**config.mk**
```make
export PLATFORM = sky130hd
export DESIGN_NAME = ab_link_arbiter_flat
export DESIGN_NICKNAME = d
export VERILOG_FILES = /design/src/rtl/ab_link_pkg.sv /design/src/rtl/ab_link_arbiter_if.sv /design/src/rtl/ab_link_stage.sv /design/src/rtl/ab_link_arbiter.sv /design/src/flat_wrapper.sv
export VERILOG_INCLUDE_DIRS = /design/src /design/src/rtl
export SDC_FILE = /design/constraint.sdc
export NUM_CORES = 1
export LEC_CHECK = 0
export CORE_MARGIN = 1.5
export CORE_UTILIZATION = 40
export DETAILED_ROUTE_END_ITERATION = 8
export PLACE_DENSITY = 0.77
export SLEW_MARGIN = 30
export SYNTH_ARGS = -nofsm -noshare
export SYNTH_HDL_FRONTEND = slang
export SYNTH_SLANG_ARGS = --single-unit
```
**constraint.sdc**
```tcl
create_clock -name clk -period 2.25 [get_ports clk]
set_input_delay 0.225 -clock clk [delete_from_list [all_inputs] [get_ports clk]]
set_output_delay 0.225 -clock clk [all_outputs]
set_load 0.02 [all_outputs]
```
**src/rtl/config.vh**
```
// Build-wide data width macros shared by the arbiter package, interface and top.
`ifndef AB_LINK_CONFIG_VH
`define AB_LINK_CONFIG_VH
`define DATA_TO_B_BITWIDTH 8
`endif

```
**src/rtl/ab_link_pkg.sv**
```systemverilog
// Shared types and constants for the two-source link arbiter.
`include "config.vh"
package ab_link_pkg;

  typedef enum logic [1:0] {
    ST_IDLE   = 2'd0,
    ST_GRANT0 = 2'd1,
    ST_GRANT1 = 2'd2
  } state_t;

  localparam int BURST_MAX_DEFAULT = 4;
  localparam int BEAT_CNT_W        = 4;
  localparam int DATA_W            = `DATA_TO_B_BITWIDTH;
  // Sideband bits carried beside the payload in the output register: {src, last}.
  localparam int SIDEBAND_W        = 2;

endpackage

```
**src/rtl/ab_link_arbiter_if.sv**
```systemverilog
// Bundle of both source streams and the merged output stream.
`include "config.vh"
interface ab_link_arbiter_if #(
  parameter int DATA_BITWIDTH = `DATA_TO_B_BITWIDTH
);
  logic                     s0_valid;
  logic                     s0_last;
  logic [DATA_BITWIDTH-1:0] s0_data;
  logic                     s0_ready;
  logic                     s1_valid;
  logic                     s1_last;
  logic [DATA_BITWIDTH-1:0] s1_data;
  logic                     s1_ready;
  logic                     m_valid;
  logic                     m_last;
  logic                     m_src;
  logic [DATA_BITWIDTH-1:0] m_data;
  logic                     m_ready;

  modport slave (
    input  s0_valid, s0_last, s0_data,
    input  s1_valid, s1_last, s1_data,
    input  m_ready,
    output s0_ready, s1_ready,
    output m_valid, m_last, m_src, m_data
  );

  modport master (
    output s0_valid, s0_last, s0_data,
    output s1_valid, s1_last, s1_data,
    output m_ready,
    input  s0_ready, s1_ready,
    input  m_valid, m_last, m_src, m_data
  );
endinterface

```
**src/rtl/ab_link_stage.sv**
```systemverilog
// One-entry valid/ready register; refills in the same cycle it drains.
module ab_link_stage #(
  parameter int WIDTH = 1
) (
  input  logic             clk,
  input  logic             rst_n,
  input  logic             i_valid,
  output logic             o_ready,
  input  logic [WIDTH-1:0] i_data,
  output logic             o_valid,
  input  logic             i_ready,
  output logic [WIDTH-1:0] o_data
);
  logic             r_valid;
  logic [WIDTH-1:0] r_data;
  logic             w_load;

  assign o_ready = !r_valid || i_ready;
  assign w_load  = i_valid && o_ready;
  assign o_valid = r_valid;
  assign o_data  = r_data;

  always_ff @(posedge clk or negedge rst_n) begin
    if (!rst_n) begin
      r_valid <= 1'b0;
      r_data  <= '0;
    end else begin
      if (o_ready) begin
        r_valid <= i_valid;
      end
      if (w_load) begin
        r_data <= i_data;
      end
    end
  end
endmodule

```
**src/rtl/ab_link_arbiter.sv**
```systemverilog
// Round-robin packet arbiter merging two sources into one stream, with a
// per-grant burst limit and a registered output stage.
`include "config.vh"
module ab_link_arbiter
  import ab_link_pkg::*;
#(
  parameter int DATA_BITWIDTH = `DATA_TO_B_BITWIDTH,
  parameter int BURST_MAX     = BURST_MAX_DEFAULT
) (
  input  logic             clk,
  input  logic             rst_n,
  ab_link_arbiter_if.slave bus
);
  localparam int STAGE_W = DATA_BITWIDTH + SIDEBAND_W;

  state_t                   r_state;
  state_t                   w_next_state;
  logic                     r_rr_ptr;
  logic [BEAT_CNT_W-1:0]    r_beat_cnt;

  logic                     w_stage_ready;
  logic                     w_stage_valid;
  logic [STAGE_W-1:0]       w_stage_in;
  logic [STAGE_W-1:0]       w_stage_out;

  logic                     w_sel_valid;
  logic                     w_sel_last;
  logic                     w_sel_src;
  logic [DATA_BITWIDTH-1:0] w_sel_data;
  logic                     w_acc;
  logic                     w_burst_full;
  logic                     w_grant_end;

  always_comb begin
    w_sel_valid = 1'b0;
    w_sel_last  = 1'b0;
    w_sel_src   = 1'b0;
    w_sel_data  = '0;
    case (r_state)
      ST_GRANT0: begin
        w_sel_valid = bus.s0_valid;
        w_sel_last  = bus.s0_last;
        w_sel_data  = bus.s0_data;
      end
      ST_GRANT1: begin
        w_sel_valid = bus.s1_valid;
        w_sel_last  = bus.s1_last;
        w_sel_data  = bus.s1_data;
        w_sel_src   = 1'b1;
      end
      default: ;
    endcase
  end

  assign bus.s0_ready = (r_state == ST_GRANT0) && w_stage_ready;
  assign bus.s1_ready = (r_state == ST_GRANT1) && w_stage_ready;

  assign w_acc        = w_sel_valid && w_stage_ready;
  assign w_burst_full = (r_beat_cnt + 1'b1) == BEAT_CNT_W'(BURST_MAX);
  // A burst-limit cut ends the grant but leaves m_last as the source drove it.
  assign w_grant_end  = w_acc && (w_sel_last || w_burst_full);

  always_comb begin
    w_next_state = r_state;
    case (r_state)
      ST_IDLE: begin
        if (bus.s0_valid && bus.s1_valid) begin
          w_next_state = r_rr_ptr ? ST_GRANT1 : ST_GRANT0;
        end else if (bus.s0_valid) begin
          w_next_state = ST_GRANT0;
        end else if (bus.s1_valid) begin
          w_next_state = ST_GRANT1;
        end
      end
      ST_GRANT0: begin
        if (w_grant_end) begin
          w_next_state = bus.s1_valid ? ST_GRANT1 : ST_IDLE;
        end
      end
      ST_GRANT1: begin
        if (w_grant_end) begin
          w_next_state = bus.s0_valid ? ST_GRANT0 : ST_IDLE;
        end
      end
      default: w_next_state = ST_IDLE;
    endcase
  end

  always_ff @(posedge clk or negedge rst_n) begin
    if (!rst_n) begin
      r_state <= ST_IDLE;
    end else begin
      r_state <= w_next_state;
    end
  end

  // Counter is zero on every grant entry: IDLE keeps it cleared and a
  // grant end clears it before a direct switch into the other grant.
  always_ff @(posedge clk or negedge rst_n) begin
    if (!rst_n) begin
      r_rr_ptr   <= 1'b0;
      r_beat_cnt <= '0;
    end else begin
      if (w_grant_end) begin
        r_rr_ptr   <= ~w_sel_src;
        r_beat_cnt <= '0;
      end else if (r_state == ST_IDLE) begin
        r_beat_cnt <= '0;
      end else if (w_acc) begin
        r_beat_cnt <= r_beat_cnt + 1'b1;
      end
    end
  end

  assign w_stage_in = {w_sel_src, w_sel_last, w_sel_data};

  ab_link_stage #(
    .WIDTH (STAGE_W)
  ) u_stage (
    .clk     (clk),
    .rst_n   (rst_n),
    .i_valid (w_sel_valid),
    .o_ready (w_stage_ready),
    .i_data  (w_stage_in),
    .o_valid (w_stage_valid),
    .i_ready (bus.m_ready),
    .o_data  (w_stage_out)
  );

  assign bus.m_valid = w_stage_valid;
  assign {bus.m_src, bus.m_last, bus.m_data} = w_stage_out;

endmodule

```
**src/flat_wrapper.sv**
```systemverilog
// flat-port wrapper written by rule: the top's interface ports become plain ports
module ab_link_arbiter_flat import ab_link_pkg::*;
#(
  parameter int DATA_BITWIDTH = `DATA_TO_B_BITWIDTH,
  parameter int BURST_MAX     = BURST_MAX_DEFAULT
)
  (clk, rst_n, bus_s0_valid, bus_s0_last, bus_s0_data, bus_s1_valid, bus_s1_last, bus_s1_data, bus_m_ready, bus_s0_ready, bus_s1_ready, bus_m_valid, bus_m_last, bus_m_src, bus_m_data);
  ab_link_arbiter_if #(.DATA_BITWIDTH(DATA_BITWIDTH)) bus_i ();
  input  logic clk;
  input  logic rst_n;
  input wire logic [$bits(bus_i.s0_valid)-1:0] bus_s0_valid;
  input wire logic [$bits(bus_i.s0_last)-1:0] bus_s0_last;
  input wire logic [$bits(bus_i.s0_data)-1:0] bus_s0_data;
  input wire logic [$bits(bus_i.s1_valid)-1:0] bus_s1_valid;
  input wire logic [$bits(bus_i.s1_last)-1:0] bus_s1_last;
  input wire logic [$bits(bus_i.s1_data)-1:0] bus_s1_data;
  input wire logic [$bits(bus_i.m_ready)-1:0] bus_m_ready;
  output wire logic [$bits(bus_i.s0_ready)-1:0] bus_s0_ready;
  output wire logic [$bits(bus_i.s1_ready)-1:0] bus_s1_ready;
  output wire logic [$bits(bus_i.m_valid)-1:0] bus_m_valid;
  output wire logic [$bits(bus_i.m_last)-1:0] bus_m_last;
  output wire logic [$bits(bus_i.m_src)-1:0] bus_m_src;
  output wire logic [$bits(bus_i.m_data)-1:0] bus_m_data;
  assign bus_i.s0_valid = bus_s0_valid;
  assign bus_i.s0_last = bus_s0_last;
  assign bus_i.s0_data = bus_s0_data;
  assign bus_i.s1_valid = bus_s1_valid;
  assign bus_i.s1_last = bus_s1_last;
  assign bus_i.s1_data = bus_s1_data;
  assign bus_i.m_ready = bus_m_ready;
  assign bus_s0_ready = bus_i.s0_ready;
  assign bus_s1_ready = bus_i.s1_ready;
  assign bus_m_valid = bus_i.m_valid;
  assign bus_m_last = bus_i.m_last;
  assign bus_m_src = bus_i.m_src;
  assign bus_m_data = bus_i.m_data;
  ab_link_arbiter #(.DATA_BITWIDTH(DATA_BITWIDTH), .BURST_MAX(BURST_MAX)) u_core (.clk(clk), .rst_n(rst_n), .bus(bus_i));
endmodule
```
## Word level (Yosys, flattened, before mapping)

Index checks and enable logic that the tools add are counted.
Widths: inputs -> output; s select.

| cells by class | value |
|---|---|
| add/subtract/negate cells | 1 |
| equality and inequality tests | 6 |
| muxes and demuxes | 16 |
| bitwise gates (word level) | 1 |
| reduce and logical (&&, ||, !) cells | 11 |

Operators by type and width:

| operator | count |
|---|---|
| $pmux 8 s2 | 1 |
| $mux 2 | 7 |
| $mux 4 | 3 |
| $pmux 2 s3 | 1 |
| $logic_and 1x1->1 | 5 |
| $add 4x1->4 const B | 1 |
| $eq 4x3->1 const B | 1 |
| $ne 2x1->1 const B | 2 |
| $ne 4x3->1 const B | 1 |
| $pmux 1 s2 | 2 |
| $reduce_and 3->1 | 1 |
| $reduce_bool 3->1 | 1 |
| $eq 2x1->1 const B | 1 |
| $eq 2x2->1 const B | 1 |
| $logic_not 2->1 | 1 |
| $logic_or 1x1->1 | 2 |
| $mux 1 | 2 |
| $logic_not 1->1 | 1 |
| $not 1->1 | 1 |

| word-level totals | value |
|---|---|
| register bits | 18 |
| input bits | 23 |
| output and inout port bits | 13 |
| word-level logic and storage cells | 40 |

## Logic depth before layout (Yosys ltp)

| depth | value |
|---|---|
| word-level depth | 6 |
| depth in mapped cells | 7 |
| gate-level depth less buffers | 6 |

## Modules after synthesis

A second synthesis with hierarchy kept.

| unflattened totals | value |
|---|---|
| cell total of the unflattened synthesis | 117 |
| area total of the unflattened synthesis | 1188.6 um^2 |

By module, submodules not included:

| module | instances | cells each | area each (um^2) | sequential area each (um^2) |
|---|---|---|---|---|
| ab_link_arbiter | 1 | 93 | 723.2 | 175.2 |
| ab_link_stage | 1 | 24 | 465.4 | 275.3 |

## Worst setup path before layout

OpenSTA, ideal clock, no wires.

| path | value |
|---|---|
| kind | reg-to-reg |
| start | reg u_core.r_state[0] |
| end | reg u_core.u_stage.r_data[0], in the netlist u_core.u_stage.o_data[0] |
| library setup time | 0.126 ns |
| arrival | 1.639 ns |
| required time | 2.124 ns |
| path slack | 0.486 ns |
| cell stages (with the launch flop) | 7 |
| buffers on the path | 1 |
| period minus slack after synthesis | 1.764 ns |
| path through | dfrtp_1 inv_1 ha_1 clkbuf_1 and2_1 and3_1 a221o_1 |

| on the way | value |
|---|---|
| cells in the longest elaborated chain, start to end | 3 |
| elaborated cells between the ends (all ways) | 5 |
| those cells by class | eq/ne: 2; mux: 2; reduce/logical: 1 |

Ends and longest elaborated chain:

| item | RTL line | text |
|---|---|---|
| start: declaration | ab_link_arbiter.sv:16 | `state_t r_state;` |
| start signal: assignment | ab_link_arbiter.sv:93 | `r_state <= w_next_state;` |
| $eq 2x2->1 / $eq 2x1->1 (equally long branches) | ab_link_arbiter.sv:39 | `case (r_state)` |
| $pmux 1 s2 | ab_link_arbiter.sv:39 |  |
| $logic_and 1x1->1 | ab_link_stage.sv:19 | `assign w_load = i_valid && o_ready;` |
| end signal: assignment | ab_link_stage.sv:32 | `r_data <= i_data;` |
| end: declaration | ab_link_stage.sv:15 | `logic [WIDTH-1:0] r_data;` |

Parallel ways exist; a longest one is shown, timed or not.
A chain may end at the register's enable or synchronous reset.

## Final worst setup path

Same ends and word-level chain as after synthesis.

==> results.sh <==
export IMPL_status="finished, final reports clean"
export IMPL_globalplace_congestion=0.874
export IMPL_core_um2=2540
export IMPL_slowest_delay_ns=0.44
export IMPL_grt_max_degree=19
export IMPL_fin_ws_ns=0.175
export IMPL_crit_path_frequent_cell="and3_1"
export IMPL_post_place_ws_ns=0.213
export IMPL_antennaDiodeCount=0
export IMPL_dr_pass1_iters=4
export IMPL_avgRoutedWirePerCell_um=15.3
export IMPL_crit_chain="inv_1, ha_1, a22o_4, and3_1, and3_1, a221o_1"
export IMPL_fmax_mhz=482
export IMPL_r2r_slack_ns=0.18
export IMPL_start_util_pct=43.7
export IMPL_clock_path_buffers=2
export IMPL_power_uw=1810
export IMPL_post_synth_top_count_cell="dfrtp_1"
export IMPL_synthCells=112
export IMPL_maxSlewViolCount=0
export IMPL_die_w_um=55.7
export IMPL_area_growth_pct=39.4
export IMPL_synth_top_area_share_pct=40.5
export IMPL_worst_setup_path_start_kind="flip-flop"
export IMPL_crit_family="simple AND/OR/NAND/NOR gates"
export IMPL_timing_final_crit_share_pct=92.2
export IMPL_drc_errors=0
export IMPL_crit_type="reg -> reg"
export IMPL_cts_num_sinks=18
export IMPL_ios=36
export IMPL_drt_vias_per_instance=5.82
export IMPL_cp_max_fo=14
export IMPL_overflow=0
export IMPL_ant_nets=0
export IMPL_fin_nets=181
export IMPL_antenna_found_initial=0
export IMPL_drive_gt1_share_pct=11.3
export IMPL_num_vias=1054
export IMPL_grtUsageTotal_pct=18.6
export IMPL_setup_viol_count_final=0
export IMPL_vdd_ir_drop_max_mv=0.788
export IMPL_core_rowCount=18
export IMPL_grt_first_pass_wirelength_um=4710
export IMPL_timing_rr_end="u_core.u_stage.o_data[0]$_DFFE_PN0P_"
export IMPL_worstMarginPinSlew_ns=0.521
export IMPL_fillCellCount=226
export IMPL_timing_rr_start="u_core.r_state[0]$_DFFE_PN0P_"
export IMPL_ys_flop_type="dfrtp_1"
export IMPL_cts_buffers=3
export IMPL_yosysWarnings=0
export IMPL_ys_top_cells_by_area="dfrtp_1 (40%), ha_1 (6.7%), a221oi_1 (4.7%)"
export IMPL_hp_class="in -> async"
export IMPL_end_kind="flip-flop"
export IMPL_relSlewSlack_pct=65.1
export IMPL_die_h_um=55.7
export IMPL_port_buffers=35
export IMPL_tns_ns=0
export IMPL_h_tree_depth=1
export IMPL_synth_seq_cells=18
export IMPL_cap_violations=0
export IMPL_syn_num_nets=141
export IMPL_critPathSlowestCell="dfrtp_1"
export IMPL_crit_buf_inv=1
export IMPL_die_area_um2=3110
export IMPL_yosys_top_cells_count="dfrtp_1 (18), nor2_1 (9), nand2_1 (7)"
export IMPL_r2r_cells=6
export IMPL_fin_util_pct=60.9
export IMPL_arrival_ns=2.27
export IMPL_p_leak_uw=0.000680
export IMPL_synth_edff_count=0
export IMPL_postRouteWirelength_um=2780
export IMPL_cts_tree="done"
export IMPL_drt_iter0_drc=25
export IMPL_netlist_cell_type_count=38
export IMPL_dp_hpwl_um=2010
export IMPL_rsz0062_at_grt="false"
export IMPL_cts_hold_buf=0
export IMPL_ys_async_sr_fraction_pct=100
export IMPL_yosysTopAreaCell="dfrtp_1"
export IMPL_grt_pass1_vias=1046
export IMPL_synthesis_area_um2=1110
export IMPL_critPathRequiredTime_ns=2.44
export IMPL_synth_yosys_seq_area_share_pct=40.5
export IMPL_fin_skew_ns=0.00637
export IMPL_cts_root_buf="clkbuf_4"
export IMPL_clk_latency_ns=0.30
export IMPL_cts_clk_slew_worst_paths_ns=0.11
export IMPL_syn_avg_cell_area_um2=9.93
export IMPL_finalCriticalPeriod_ns=2.07
export IMPL_hold_viol=0
export IMPL_pwr_density_cell_nw_per_um2=1170
## sequential cells by signal (all words and copies together) (netlist names)
name	flops
u_core.u_stage.o_valid	1
u_core.r_rr_ptr	1
u_core.r_state	2
u_core.r_beat_cnt	4
u_core.u_stage.o_data	10
## cells in the final DEF (no fill, tap or decap), drive strengths merged, types with 3 or more instances in the layout
| cell | count |
|---|---|
| dfrtp | 18 |
| inv | 5 |
| clkdlybuf4s50 | 33 |
| ha | 6 |
| o211ai | 4 |
| nor4 | 3 |
| o21ai | 5 |
| clkbuf | 4 |
| buf | 5 |
| and3 | 6 |
| a221oi | 6 |
| a31oi | 3 |
| nor2 | 10 |
| nand3 | 3 |
| nand2b | 4 |
| nand2 | 7 |
| a221o | 5 |
## power breakdown
group	internal (µW)	switching [µW]	leakage, µW
combinational	481	591	0.000431
sequential	444	90.7	0.000228
clock	98.7	102	0.0000210
## timing repair
item,in CTS,in global routing
resized for setup,2,0
setup buffers,0,0
setup endpoints to repair,2,0
## area by class of cell
type,count,area (µm²),share of cell area [%]
Multi-Input combinational cell,84,622,40.1
Inverter,5,18.8,1.21
Timing Repair Buffer,40,385,24.9
Clock buffer,4,36.3,2.34
Sequential cell,18,450,29.1
Tap cell,30,37.5,2.42
## how the worst max path moves through the flow
stage | end | start | depth (start not counted)
final | u_core.u_stage.o_data[0]$_DFFE_PN0P_ | u_core.r_state[0]$_DFFE_PN0P_ | 6
after global placement | u_core.u_stage.o_data[7]$_DFFE_PN0P_ | bus_s1_valid | 5
after CTS | u_core.u_stage.o_data[0]$_DFFE_PN0P_ | u_core.r_state[0]$_DFFE_PN0P_ | 6
after floorplan | u_core.u_stage.o_data[0]$_DFFE_PN0P_ | u_core.r_state[0]$_DFFE_PN0P_ | 6
after global routing | u_core.r_state[0]$_DFFE_PN0P_ | u_core.r_state[1]$_DFFE_PN0P_ | 6
after detailed placement | u_core.u_stage.o_data[0]$_DFFE_PN0P_ | u_core.r_state[0]$_DFFE_PN0P_ | 6
## worst reg2reg max path, stage by stage, from the launching register on
cell,delay [ns]
dfrtp_1,0.44
inv_1,0.10
ha_1,0.28
a22o_4,0.29
and3_1,0.34
and3_1,0.26
a221o_1,0.26
## routing by layer
metal,vias up,global-route usage [%],routed length [µm]
met5,-,0,0
met4,0,7.32,55
met3,8,2.33,136
met1,501,24.1,1240
li1,509,-,-
met2,36,31.3,1350
## cells by family after synthesis
| group | Yosys count | synth area share, % |
|---|---|---|
| and+or+nand+nor | 42 | 22.2 |
| AOI/OAI and AO/OA | 35 | 26.1 |
| DFF | 18 | 40.5 |
| buffers and inverters | 10 | 3.60 |
| adders and majority gates | 6 | 6.75 |
| muxes | 1 | 0.900 |
## metrics by stage
step	std cells	hold slack (ns)	area, µm²
2_1_floorplan	112	-0.0706	1110
3_3_place_gp	177	0.468	1520
3_5_place_dp	177	0.479	1520
4_1_cts	181	0.257	1550
5_1_grt	181	0.274	1550
6_report	181	0.241	1550
Note: power is estimated with default switching activity, not from simulation.
